==> src/rtl/gci_std_display_timing_generator_param.sv <==
// Parametrised display timing generator.
// The request stage walks (hc, vc) over the whole frame and issues pixel
// requests with coordinates. The display stage replays the decoded
// timing P_REQ_LEAD clocks later, which gives the VRAM read path time to
// prefetch. Enable/stop control always lets a started frame run to its end.
module gci_std_display_timing_generator_param #(
    parameter int P_H_ACTIVE  = 640,
    parameter int P_H_FRONT   = 16,
    parameter int P_H_SYNC    = 96,
    parameter int P_H_BACK    = 48,
    parameter int P_V_ACTIVE  = 480,
    parameter int P_V_FRONT   = 10,
    parameter int P_V_SYNC    = 2,
    parameter int P_V_BACK    = 33,
    parameter bit P_HSYNC_ACT = 1'b0,
    parameter bit P_VSYNC_ACT = 1'b0,
    parameter int P_REQ_LEAD  = 2,
    parameter int P_CNT_N     = 12
) (
    input  logic               iCLOCK,
    input  logic               inRESET,
    input  logic               iRESET_SYNC,
    input  logic               iENABLE,
    output logic               oDATA_REQ,
    output logic [P_CNT_N-1:0] oPIXEL_X,
    output logic [P_CNT_N-1:0] oPIXEL_Y,
    output logic               oDATA_SYNC,
    output logic               oFRAME_END,
    output logic               onDISP_RESET,
    output logic               oDISP_ENA,
    output logic               oDISP_BLANK,
    output logic               oDISP_HSYNC,
    output logic               oDISP_VSYNC
);

    typedef logic [P_CNT_N-1:0] cnt_t;

    localparam int H_TOTAL = P_H_ACTIVE + P_H_FRONT + P_H_SYNC + P_H_BACK;
    localparam int V_TOTAL = P_V_ACTIVE + P_V_FRONT + P_V_SYNC + P_V_BACK;

    // Region boundaries in counter order: active, front porch, sync, back porch.
    localparam cnt_t H_LAST     = cnt_t'(H_TOTAL - 1);
    localparam cnt_t V_LAST     = cnt_t'(V_TOTAL - 1);
    localparam cnt_t H_ACT_END  = cnt_t'(P_H_ACTIVE);
    localparam cnt_t V_ACT_END  = cnt_t'(P_V_ACTIVE);
    localparam cnt_t H_SYNC_BEG = cnt_t'(P_H_ACTIVE + P_H_FRONT);
    localparam cnt_t H_SYNC_END = cnt_t'(P_H_ACTIVE + P_H_FRONT + P_H_SYNC);
    localparam cnt_t V_SYNC_BEG = cnt_t'(P_V_ACTIVE + P_V_FRONT);
    localparam cnt_t V_SYNC_END = cnt_t'(P_V_ACTIVE + P_V_FRONT + P_V_SYNC);

    typedef enum logic [1:0] {
        IDLE = 2'd0,
        RUN  = 2'd1,
        STOP = 2'd2
    } state_t;

    // Decoded display-stage timing; flags are active-high internally and
    // mapped to the configured polarity only at the outputs.
    typedef struct packed {
        logic run;
        logic ena;
        logic hsync;
        logic vsync;
    } disp_t;

    state_t state, state_nxt;
    cnt_t   hc, vc, hc_nxt, vc_nxt;
    logic   running_nxt, wrap_nxt;
    logic   req_nxt, sync_nxt, frame_end_nxt, disp_rst_n_nxt;
    disp_t  disp_nxt;
    disp_t  pipe [0:P_REQ_LEAD];

    // Next-state, next-counter and next-output decode for the request stage.
    always_comb begin
        // NOTE: every variable gets a default first so no path leaves it
        // unassigned, which would otherwise infer a latch.
        state_nxt = state;
        hc_nxt    = hc;
        vc_nxt    = vc;

        case (state)
            IDLE: begin
                // Counters stay at 0, so the first RUN cycle sits at (0, 0).
                if (iENABLE) state_nxt = RUN;
            end
            RUN, STOP: begin
                if (hc == H_LAST) begin
                    hc_nxt = '0;
                    vc_nxt = (vc == V_LAST) ? '0 : vc + 1'b1;
                end else begin
                    hc_nxt = hc + 1'b1;
                end
                if (iENABLE)
                    state_nxt = RUN;
                else if (state == STOP && hc == H_LAST && vc == V_LAST)
                    state_nxt = IDLE;   // frame finished; counters wrapped to 0
                else
                    state_nxt = STOP;
            end
            default: begin
                state_nxt = IDLE;
                hc_nxt    = '0;
                vc_nxt    = '0;
            end
        endcase

        running_nxt   = (state_nxt != IDLE);
        wrap_nxt      = (hc_nxt == H_LAST) && (vc_nxt == V_LAST);
        req_nxt       = running_nxt && (hc_nxt < H_ACT_END) && (vc_nxt < V_ACT_END);
        sync_nxt      = (state_nxt == RUN) && wrap_nxt;
        frame_end_nxt = running_nxt && wrap_nxt;

        disp_nxt.run   = running_nxt;
        disp_nxt.ena   = req_nxt;
        disp_nxt.hsync = running_nxt && (hc_nxt >= H_SYNC_BEG) && (hc_nxt < H_SYNC_END);
        disp_nxt.vsync = running_nxt && (vc_nxt >= V_SYNC_BEG) && (vc_nxt < V_SYNC_END);

        // Display reset stays released while any running slot is still
        // inside the delay line, so it drops only once the line has flushed.
        disp_rst_n_nxt = disp_nxt.run;
        for (int i = 0; i < P_REQ_LEAD; i++)
            disp_rst_n_nxt = disp_rst_n_nxt | pipe[i].run;
    end

    // Request-stage state, counters and registered request outputs.
    always_ff @(posedge iCLOCK or negedge inRESET) begin
        if (!inRESET) begin
            // NOTE: sequential state uses non-blocking assignments so every
            // register samples pre-edge values regardless of statement order.
            state      <= IDLE;
            hc         <= '0;
            vc         <= '0;
            oDATA_REQ  <= 1'b0;
            oDATA_SYNC <= 1'b0;
            oFRAME_END <= 1'b0;
        end else if (iRESET_SYNC) begin
            state      <= IDLE;
            hc         <= '0;
            vc         <= '0;
            oDATA_REQ  <= 1'b0;
            oDATA_SYNC <= 1'b0;
            oFRAME_END <= 1'b0;
        end else begin
            state      <= state_nxt;
            hc         <= hc_nxt;
            vc         <= vc_nxt;
            oDATA_REQ  <= req_nxt;
            oDATA_SYNC <= sync_nxt;
            oFRAME_END <= frame_end_nxt;
        end
    end

    assign oPIXEL_X = hc;
    assign oPIXEL_Y = vc;

    // Display-stage delay line: slot 0 aligns with the request stage,
    // slot P_REQ_LEAD drives the display outputs.
    always_ff @(posedge iCLOCK or negedge inRESET) begin
        if (!inRESET) begin
            // NOTE: the delay line is reset on purpose (it is small and must
            // start with idle timing), unlike a data RAM which is never reset.
            for (int i = 0; i <= P_REQ_LEAD; i++) pipe[i] <= '0;
            onDISP_RESET <= 1'b0;
        end else if (iRESET_SYNC) begin
            for (int i = 0; i <= P_REQ_LEAD; i++) pipe[i] <= '0;
            onDISP_RESET <= 1'b0;
        end else begin
            pipe[0] <= disp_nxt;
            for (int i = 1; i <= P_REQ_LEAD; i++) pipe[i] <= pipe[i-1];
            onDISP_RESET <= disp_rst_n_nxt;
        end
    end

    assign oDISP_ENA   = pipe[P_REQ_LEAD].ena;
    assign oDISP_BLANK = ~pipe[P_REQ_LEAD].ena;
    assign oDISP_HSYNC = pipe[P_REQ_LEAD].hsync ? P_HSYNC_ACT : ~P_HSYNC_ACT;
    assign oDISP_VSYNC = pipe[P_REQ_LEAD].vsync ? P_VSYNC_ACT : ~P_VSYNC_ACT;

endmodule

==> config.mk <==
export PLATFORM = sky130hd
export DESIGN_NAME = gci_std_display_timing_generator_param
export DESIGN_NICKNAME = d
export VERILOG_FILES = /design/src/rtl/gci_std_display_timing_generator_param.sv
export SDC_FILE = /design/constraint.sdc
export NUM_CORES = 1
export LEC_CHECK = 0
export CAP_MARGIN = 40
export CORE_ASPECT_RATIO = 0.8
export CORE_MARGIN = 1.5
export CORE_UTILIZATION = 48
export CTS_CLUSTER_DIAMETER = 40
export DETAILED_ROUTE_END_ITERATION = 12
export PLACE_DENSITY = 0.74
export SYNTH_ARGS = -nofsm -noshare
export SYNTH_HDL_FRONTEND = slang
export SYNTH_SLANG_ARGS = --single-unit
==> constraint.sdc <==
create_clock -name iCLOCK -period 7.9 [get_ports iCLOCK]
set_input_delay 0.79 -clock iCLOCK [delete_from_list [all_inputs] [get_ports iCLOCK]]
set_output_delay 0.79 -clock iCLOCK [all_outputs]
set_load 0.1 [all_outputs]
### Word level (Yosys, flattened, before mapping)

Index checks and enable logic that the tools add are counted.

* shifts and indexed selects: 0
* reductions and logical operators: 14
* bitwise gates (word level): 3
* mux-type cells: 19
* $mul: 0
* divide/modulo/power cells: 0
* equality and inequality tests: 7
* $add $sub $neg: 2
* $lt $le $gt $ge: 6

Operators with widths (count)
* $mux 12: 6
* $eq 12x10->1 const B: 4
* $pmux 12 s2: 2
* $add 12x1->12 const B: 2
* $lt 12x10->1 const B: 2
* $lt 12x9->1 const B: 2
* $ge 12x10->1 const B: 1
* $ge 12x9->1 const B: 1
* $logic_and 1x1->1: 11
* $mux 2: 4
* $mux 1: 6
* $eq 2x1->1 const B: 2
* $pmux 2 s2: 1
* $eq 2x2->1 const B: 1
* $logic_not 2->1: 1
* $or 1x1->1: 2
* $reduce_bool 2->1: 1
* $reduce_or 2->1: 1
* $not 1->1: 1

* bits of input ports: 4
* bits in read-only memories: 0
* latch bits: 0
* memories: 0
* memory bits (writable): 0
* flip-flop bits (word level): 41
* output and inout port bits: 32

### Depth between registers and ports, before layout

Gate-level depths: netlist of run 1.

* depth after elaboration: 10
* depth in mapped cells: 11
* gate-level depth less buffers: 10

### Worst setup path after synthesis of run 1

No wires, ideal clock.

* path type: flip-flop to flip-flop
* start point: reg hc[0] (netlist: oPIXEL_X[0])
* end point: reg oDATA_SYNC
* buffers on the path: 0
* setup time: 0.096 ns
* stages on the path, launching flop included: 8
* arrival: 3.882 ns
* path slack: 3.922 ns
* cells stage by stage: dfrtp_1 > ha_1 > nand4_1 > or4_4 > a311o_1 > or4_1 > or4_4 > nor4_2

* cells in the longest elaborated chain, start to end: 9
* elaborated cells between the ends (all ways): 17

Ends and longest elaborated chain
* start, declared: line 67 `cnt_t hc, vc, hc_nxt, vc_nxt;`
* start signal, assigned: line 145 `hc <= hc_nxt;`
* parallel branches: the longest is 7 deep, another holds $add 12x1->12
* $logic_and 1x1->1 *: line 110 `sync_nxt = (state_nxt == RUN) && wrap_nxt;`
* $mux 1 *: line 136 `end else if (iRESET_SYNC) begin`
* end signal, assigned: line 148 `oDATA_SYNC <= sync_nxt;`
* end, declared: line 27 `output logic oDATA_SYNC,`

Mark *: on every way between the ends.

### Worst setup path in the final report of run 1

Same ends and word-level chain as after synthesis.

==> metrics.md, run 1 <==
| Metric | Value |
|---|---|
| Placed wire-length estimate | between 5000 and 6000 µm |
| Mapped Cells | 300 |
| Core Box Area | 5060 µm² |
| DR DRC count | 0 |
| Post-Synth Adder-Cell Area | between 2 and 3% |
| Clk root buf | clkbuf_8 |
| Xor/xnor cell area share of the yosys netlist | 3.43% |
| CP startpoint kind | register |
| Simple-Gate Fraction of Synth Area | a little under a third |
| Outcome | finished clean |
| Synth Area in Compound Gates | between 10% and 20% |
| Fill cell count | a little over 400 |
| RSZ-0062 raised after global routing | false |
| First-pass GRT wire length | 11,900 µm |
| CP required | between 8 and 9 ns |
| Number of I/O port buffers | 35 |
| Total negative setup slack | 0 ns |
| Largest family of logic cells by synthesized area | simple AND/OR/NAND/NOR gates |
| IR drop worst, VDD | 0.0952 mV |
| Flops & latches, synth | 40 |
| 1st-iter DRT viols | 308 |
| Max-Cap Viols | 0 |
| Site Rows | 23 |
| Area grow syn2layout | 36.5% |
| Share of cells above drive strength 1 | approximately 15% |
| Fmax | 264 MHz |
| Arrival time worst endpoint | about 4.0 ns |
| Net Count, Synth | 310 |
| Endpoints failing setup | 0 |
| Postcts setup bufs | 0 |
| Final net count | ~370 |
| Final period util | a little under half |
| Placed insts | 411 |
| Largest net degree at the start of global routing | 27 |
| Power per cell area | between 100 and 150 nW/µm² |
| Antenna fix cells | 0 |
| # clock sinks | 40 |
| Detailed-route wire length | 7210 µm |
| CTS tree | built |
| Post-DR wirelength/cell | 17.2 µm |
| Critical path peak fanout | 10 |
| Via Count | ~2,600 |
| Register area share after synthesis | 39.2% |
| Clk_lat worst skew | between 0.3 and 0.4 ns |
| Final Hold Vio Count | 0 |
| YS warnings | 0 |
| Fin cells | 420 |
| # resized after CTS | 0 |
| Initial antenna violation count | 0 |
| Cell Area, Synth | 2550 µm² |
| Relative slew slack | approximately two fifths |
| Die H | about 68 µm |
| Die footprint | just under 6000 µm² |
| Setup Crit Path Kind | register to register |
| Clock buffer depth | 2 |
| Leak | roughly 1.4 nW |
| Synth async-reset ratio | 100% |
| Clock transition at the registers of the reported paths | about 0.090 ns |
| Final-report max-slew violation count | 0 |
| Commonest non-fill, non-tap cell in the layout | dfrtp_1 |
| Commonest non-fill, non-tap cells in the layout | dfrtp_1, nor2_1, clkdlybuf4s50_1 |
| Number of global-route vias before repair | 2,411 |
| Mean area per synthesized cell | around 8.5 µm² |
| CTS buffer count | 5 |
| All-layer global routing usage | between 20% and 30% |
| Worst Clk Skew | 0.00896 ns |
| Final Critical Period | approximately 3.8 ns |
| Hold WC Path Type | input port to asynchronous set/reset pin |
| Mux share of post-synthesis cell area | roughly 1.2% |
| 1st-pass router iterations | 5 |
| Number of synthesized flops with an enable pin | 0 |
| RePlAce Congestion | 0.920 |
| Global route overflow | 0 |
| Top Ports | 36 |
| CTS H-tree depth | 2 |
| Antenna viol nets, final | 0 |
| CTS Hold Bufs | 0 |
| Ys flop type | dfrtp_1 |
| CP Capture Type | register |
| Initial Util | 50.4% |
| Cell variety after synth | 56 |
| Vias per cell | slightly above 6 |
| Tightest Pin Transition | approximately 0.87 ns |
| Worst reg2reg setup slack | 4.11 ns |
| Chip Width | ~85 µm |
[worst max-delay path: stages, from the launching register on]
cell,delay (ns)
dfrtp_1,0.46
ha_1,0.25
nand4_1,0.36
nor4_1,0.87
xor2_1,0.16
o41ai_1,0.61
nand4_1,0.18
or4_4,0.56
nor4_2,0.25
[final timing paths]
| kind | from | endpoint | cells past startpoint |
|---|---|---|---|
| max | oPIXEL_X[0] | oDATA_SYNC | 8 |
| min | inRESET | oPIXEL_X[1] | 1 |
| max reg2reg | oPIXEL_X[0] | oDATA_SYNC | 8 |
| min reg2reg | pipe[5] | pipe[1] | 1 |
| max in group asynchronous | inRESET | oDATA_SYNC | 2 |
| min in group iCLOCK | pipe[5] | pipe[1] | 1 |
[cells in the mapped netlist, types with 2 or more instances]
master / number / area share, %
dfrtp_1: 40 / 39
nor2_1: 36 / 5.3
nand2_1: 21 / 3.1
clkbuf_1: 17 / 2.5
a21oi_1: 15 / 2.9
inv_1: 14 / 2.1
o21ai_0: 14 / 2.7
nand4_1: 13 / 3.2
nand3_1: 12 / 2.4
nor2b_1: 12 / 2.9
ha_1: 6 / 2.9
xnor2_1: 6 / 2.1
and2_1: 5 / 1.2
nand2b_1: 5 / 1.2
nor3_1: 5 / 0.98
nor4_1: 5 / 1.2
a21o_1: 4 / 1.2
a22oi_1: 4 / 1.2
a31oi_1: 4 / 0.98
and4_1: 4 / 1.4
or3_1: 4 / 0.98
xor2_1: 4 / 1.4
mux2i_1: 3 / 1.2
nor4b_1: 3 / 1.0
o21a_1: 3 / 0.88
or2_2: 3 / 0.73
a211oi_1: 2 / 0.59
and3_1: 2 / 0.49
buf_6: 2 / 0.88
nand4b_1: 2 / 0.69
o211ai_1: 2 / 0.59
o22ai_1: 2 / 0.49
o41ai_1: 2 / 0.69
or4_4: 2 / 0.88
[metal layers]
layer  global-route usage [%]  part of all wire [%]
met3                     6.39                   6.6
met4                     8.67                   2.2
met1                     35.4                    44
met2                     43.8                    47
met5                        0                     0
[sequential cells by signal, indices dropped and copies added (netlist names)]
signal / count
pipe: 9
oFRAME_END: 1
oPIXEL_Y: 12
oPIXEL_X: 12
oDATA_REQ: 1
oDATA_SYNC: 1
state: 2
oDISP_ENA: 1
onDISP_RESET: 1
[kinds of logic (layout without fill, tap and decap cells)]
family | count (synthesis) | after routing
muxes | 3 | 3
buffers and inverters | 34 | 92
xor gates and xnor gates | 10 | 10
and+or+nand+nor | 145 | 145
DFF | 40 | 40
AOI/OAI and AO/OA | 62 | 62
adders and majority gates | 6 | 6
[stage by stage]
step                      cell area [µm²]  worst slack (ns)  hold WS (ns)  power (mW)  utilization (%)
after floorplan                      2550              3.92         0.439       0.291                -
after global placement               2900              4.35         0.443       0.317             57.2
after detailed placement             3400              4.19         0.447       0.332             67.0
after CTS                            3480              4.14         0.394       0.470             68.8
after global routing                 3490              3.85         0.391       0.490             68.9
final                                3490              4.11         0.381       0.469             68.9
[layout make-up]
class	count	area [µm²]	share of cell area [%]
clock buffers	5	68.8	1.97
clock inverters	3	18.8	0.538
inverters	14	52.6	1.51
multi-input cells	226	1410	40.5
flip-flops and latches	40	1000	28.7
well taps	62	77.6	2.22
repair buffers	70	858	24.6
[power breakdown]
| group | internal, mW | total [mW] | switching [mW] |
|---|---|---|---|
| Sequential | 0.211 | 0.215 | 0.00462 |
| Combinational | 0.0366 | 0.115 | 0.0781 |
| Clock | 0.0616 | 0.139 | 0.0775 |
(Power assumes the default switching activity.)
==> inputs of run 2 (changes only) <==
--- a/config.mk
+++ b/config.mk
@@ -11,7 +11,7 @@
 export CORE_UTILIZATION = 48
 export CTS_CLUSTER_DIAMETER = 40
 export DETAILED_ROUTE_END_ITERATION = 12
-export PLACE_DENSITY = 0.74
+export PLACE_DENSITY = 0.76
 export SYNTH_ARGS = -nofsm -noshare
 export SYNTH_HDL_FRONTEND = slang
 export SYNTH_SLANG_ARGS = --single-unit
==> constraint.sdc (replaced) <==
create_clock -name iCLOCK -period 3.15 [get_ports iCLOCK]
set_input_delay 0.315 -clock iCLOCK [delete_from_list [all_inputs] [get_ports iCLOCK]]
set_output_delay 0.315 -clock iCLOCK [all_outputs]
set_load 0.1 [all_outputs]
==> run 2 against run 1 <==
  * Setup slack lost 4.1 ns
  * Sequential cell count is the same
  * Combinational power grew to 2.7 times the previous value
  * Global-route usage shrank 0.19 points
  * Register-to-register slack lost 4.1 ns
  * Die area is the same
  * Via count grew 1.8%
  * Largest power group unchanged
  * Clock power grew to 3.1 times the previous value
  * Cell area grew 3.0%
  * Power grew to 2.7 times the previous value
  * First-iteration DRC count grew 18%
  * Critical endpoint is now oFRAME_END
  * Critical path depth grew 2
==> metrics.md, run 2 (synthesis results as in run 1) <==
| Metric | Value |
|---|---|
| Final instance area | around 3600 µm² |
| Worst Clk Skew | around 0.011 ns |
| Share of cells above drive strength 1 | a little over a quarter |
| Relative slew slack | 66.0% |
| Die footprint | 5770 µm² |
| RSZ-0062 raised after global routing | true |
| Chip Width | 84.6 µm |
| Tightest Pin Transition | a little over 0.5 ns |
| Area grow syn2layout | 40.7% |
| Hold Slack | approximately 0.46 ns |
| Number of I/O port buffers | 35 |
| Die H | just under 70 µm |
| Top Ports | 36 |
| Clock transition at the registers of the reported paths | approximately 0.09 ns |
| All-layer global routing usage | 26.5% |
| Endpoints failing setup | 0 |
| Commonest non-fill, non-tap cells in the layout | buf_4, nor2_1, dfrtp_1 |
| Detailed-route wire length | 7650 µm |
| Placed insts | 421 |
| Clk root buf | clkbuf_8 |
| Fmax | ~320 MHz |
| Initial antenna violation count | 0 |
| Post-Place Cell Area | roughly 3400 µm² |
| DR DRC count | 0 |
| IR drop worst, VDD | roughly 0.29 mV |
| Commonest non-fill, non-tap cell in the layout | buf_4 |
| CTS buffer count | 5 |
| Antenna viol nets, final | 0 |
| Site Rows | 23 |
| Clk_lat worst skew | approximately 0.30 ns |
| Clock buffer depth | 2 |
| Via Count | roughly 2,600 |
| Max-Cap Viols | 0 |
| Power per cell area | between 300 and 400 nW/µm² |
| 1st-iter DRT viols | about 360 |
| Pre-CTS setup slack | roughly 0.058 ns |
| Final-report max-slew violation count | 0 |
| 1st-pass router iterations | 5 |
| Total negative setup slack | 0 ns |
| Core Box Area | roughly 5100 µm² |
| Final period util | 98.8% |
| Final net count | roughly 380 |
| Fill cell count | 379 |
| RePlAce Congestion | about 0.96 |
| Leak | approximately 1.5 nW |
| Setup Crit Path Kind | register to register |
| Final Hold Vio Count | 0 |
| CTS H-tree depth | 2 |
| Fin cells | ~430 |
| Vias per cell | between 6 and 7 |
| CP Capture Type | register |
| Fin util | 71.0% |
| CTS tree | built |
| Outcome | finished clean |
| Final Critical Period | a little over 3 ns |
| # clock sinks | 40 |
| Critical path peak fanout | 8 |
| First-pass GRT wire length | about 12,000 µm |
| Post-DR wirelength/cell | around 18 µm |
| Largest net degree at the start of global routing | 33 |
| Total chip power | 1.29 mW |
| Antenna fix cells | 0 |
| CP startpoint kind | register |
| Arrival time worst endpoint | 3.31 ns |
| Placed wire-length estimate | approximately 5500 µm |
| Hold WC Path Type | input port to asynchronous set/reset pin |
| Number of global-route vias before repair | 2,367 |
| Initial Util | about half |
| Post-route setup slack | 0.0385 ns |
| CP required | 3.35 ns |
| Global route overflow | 0 |
## run 2: cell type report
cell class	instances	area (µm²)	share of cell area, %
inverters	14	52.6	1.46
multi-input cells	227	1480	41.0
clock buffers	5	68.8	1.91
well taps	62	77.6	2.16
flip-flops and latches	40	1030	28.7
repair buffers	83	843	23.5
clock inverters	3	46.3	1.29
## run 2: worst paths after layout
check,start,to,slack (ns),cells past startpoint
max,oPIXEL_X[0],oFRAME_END,0.04,10
min reg2reg,pipe[8],pipe[4],0.47,1
max reg2reg,oPIXEL_X[0],oFRAME_END,0.04,10
max in group asynchronous,inRESET,oPIXEL_Y[1],2.20,3
min in group iCLOCK,pipe[8],pipe[4],0.47,1
min,inRESET,oPIXEL_X[1],0.46,2
## run 2: routing by layer
metal  share of wire (%)  vias up  track usage, %
met5                   0        -               0
met1                  43     1259            38.7
li1                    -     1223               -
met3                 9.9       14            6.03
met2                  45      150            39.8
met4                 1.6        0            7.06
## run 2: report_power, final
| part | leakage [nW] | internal [mW] | switching (mW) | total (mW) |
|---|---|---|---|---|
| combinational | 0.873 | 0.102 | 0.205 | 0.307 |
| sequential | 0.526 | 0.531 | 0.0139 | 0.544 |
| clock | 0.0548 | 0.239 | 0.195 | 0.433 |
| total | 1.45 | 0.871 | 0.414 | 1.29 |
## run 2: critical path, cell delays in order, from the launching register on
cell and delay, ns:
dfrtp_4 0.48, ha_4 0.17, nand4_1 0.22, buf_4 0.26, nor4_1 0.37, buf_4 0.18
mux2i_1 0.08, a211oi_2 0.29, nand4_1 0.14, or4_4 0.55, nor4_2 0.27
## run 2: repair_timing
item | in CTS | in global routing
hold buffers | 1 | 0
gates resized for setup | 0 | 6
setup endpoints to repair | 0 | 2
buffers inserted | 0 | 3
hold endpoints to repair | 14 | 0
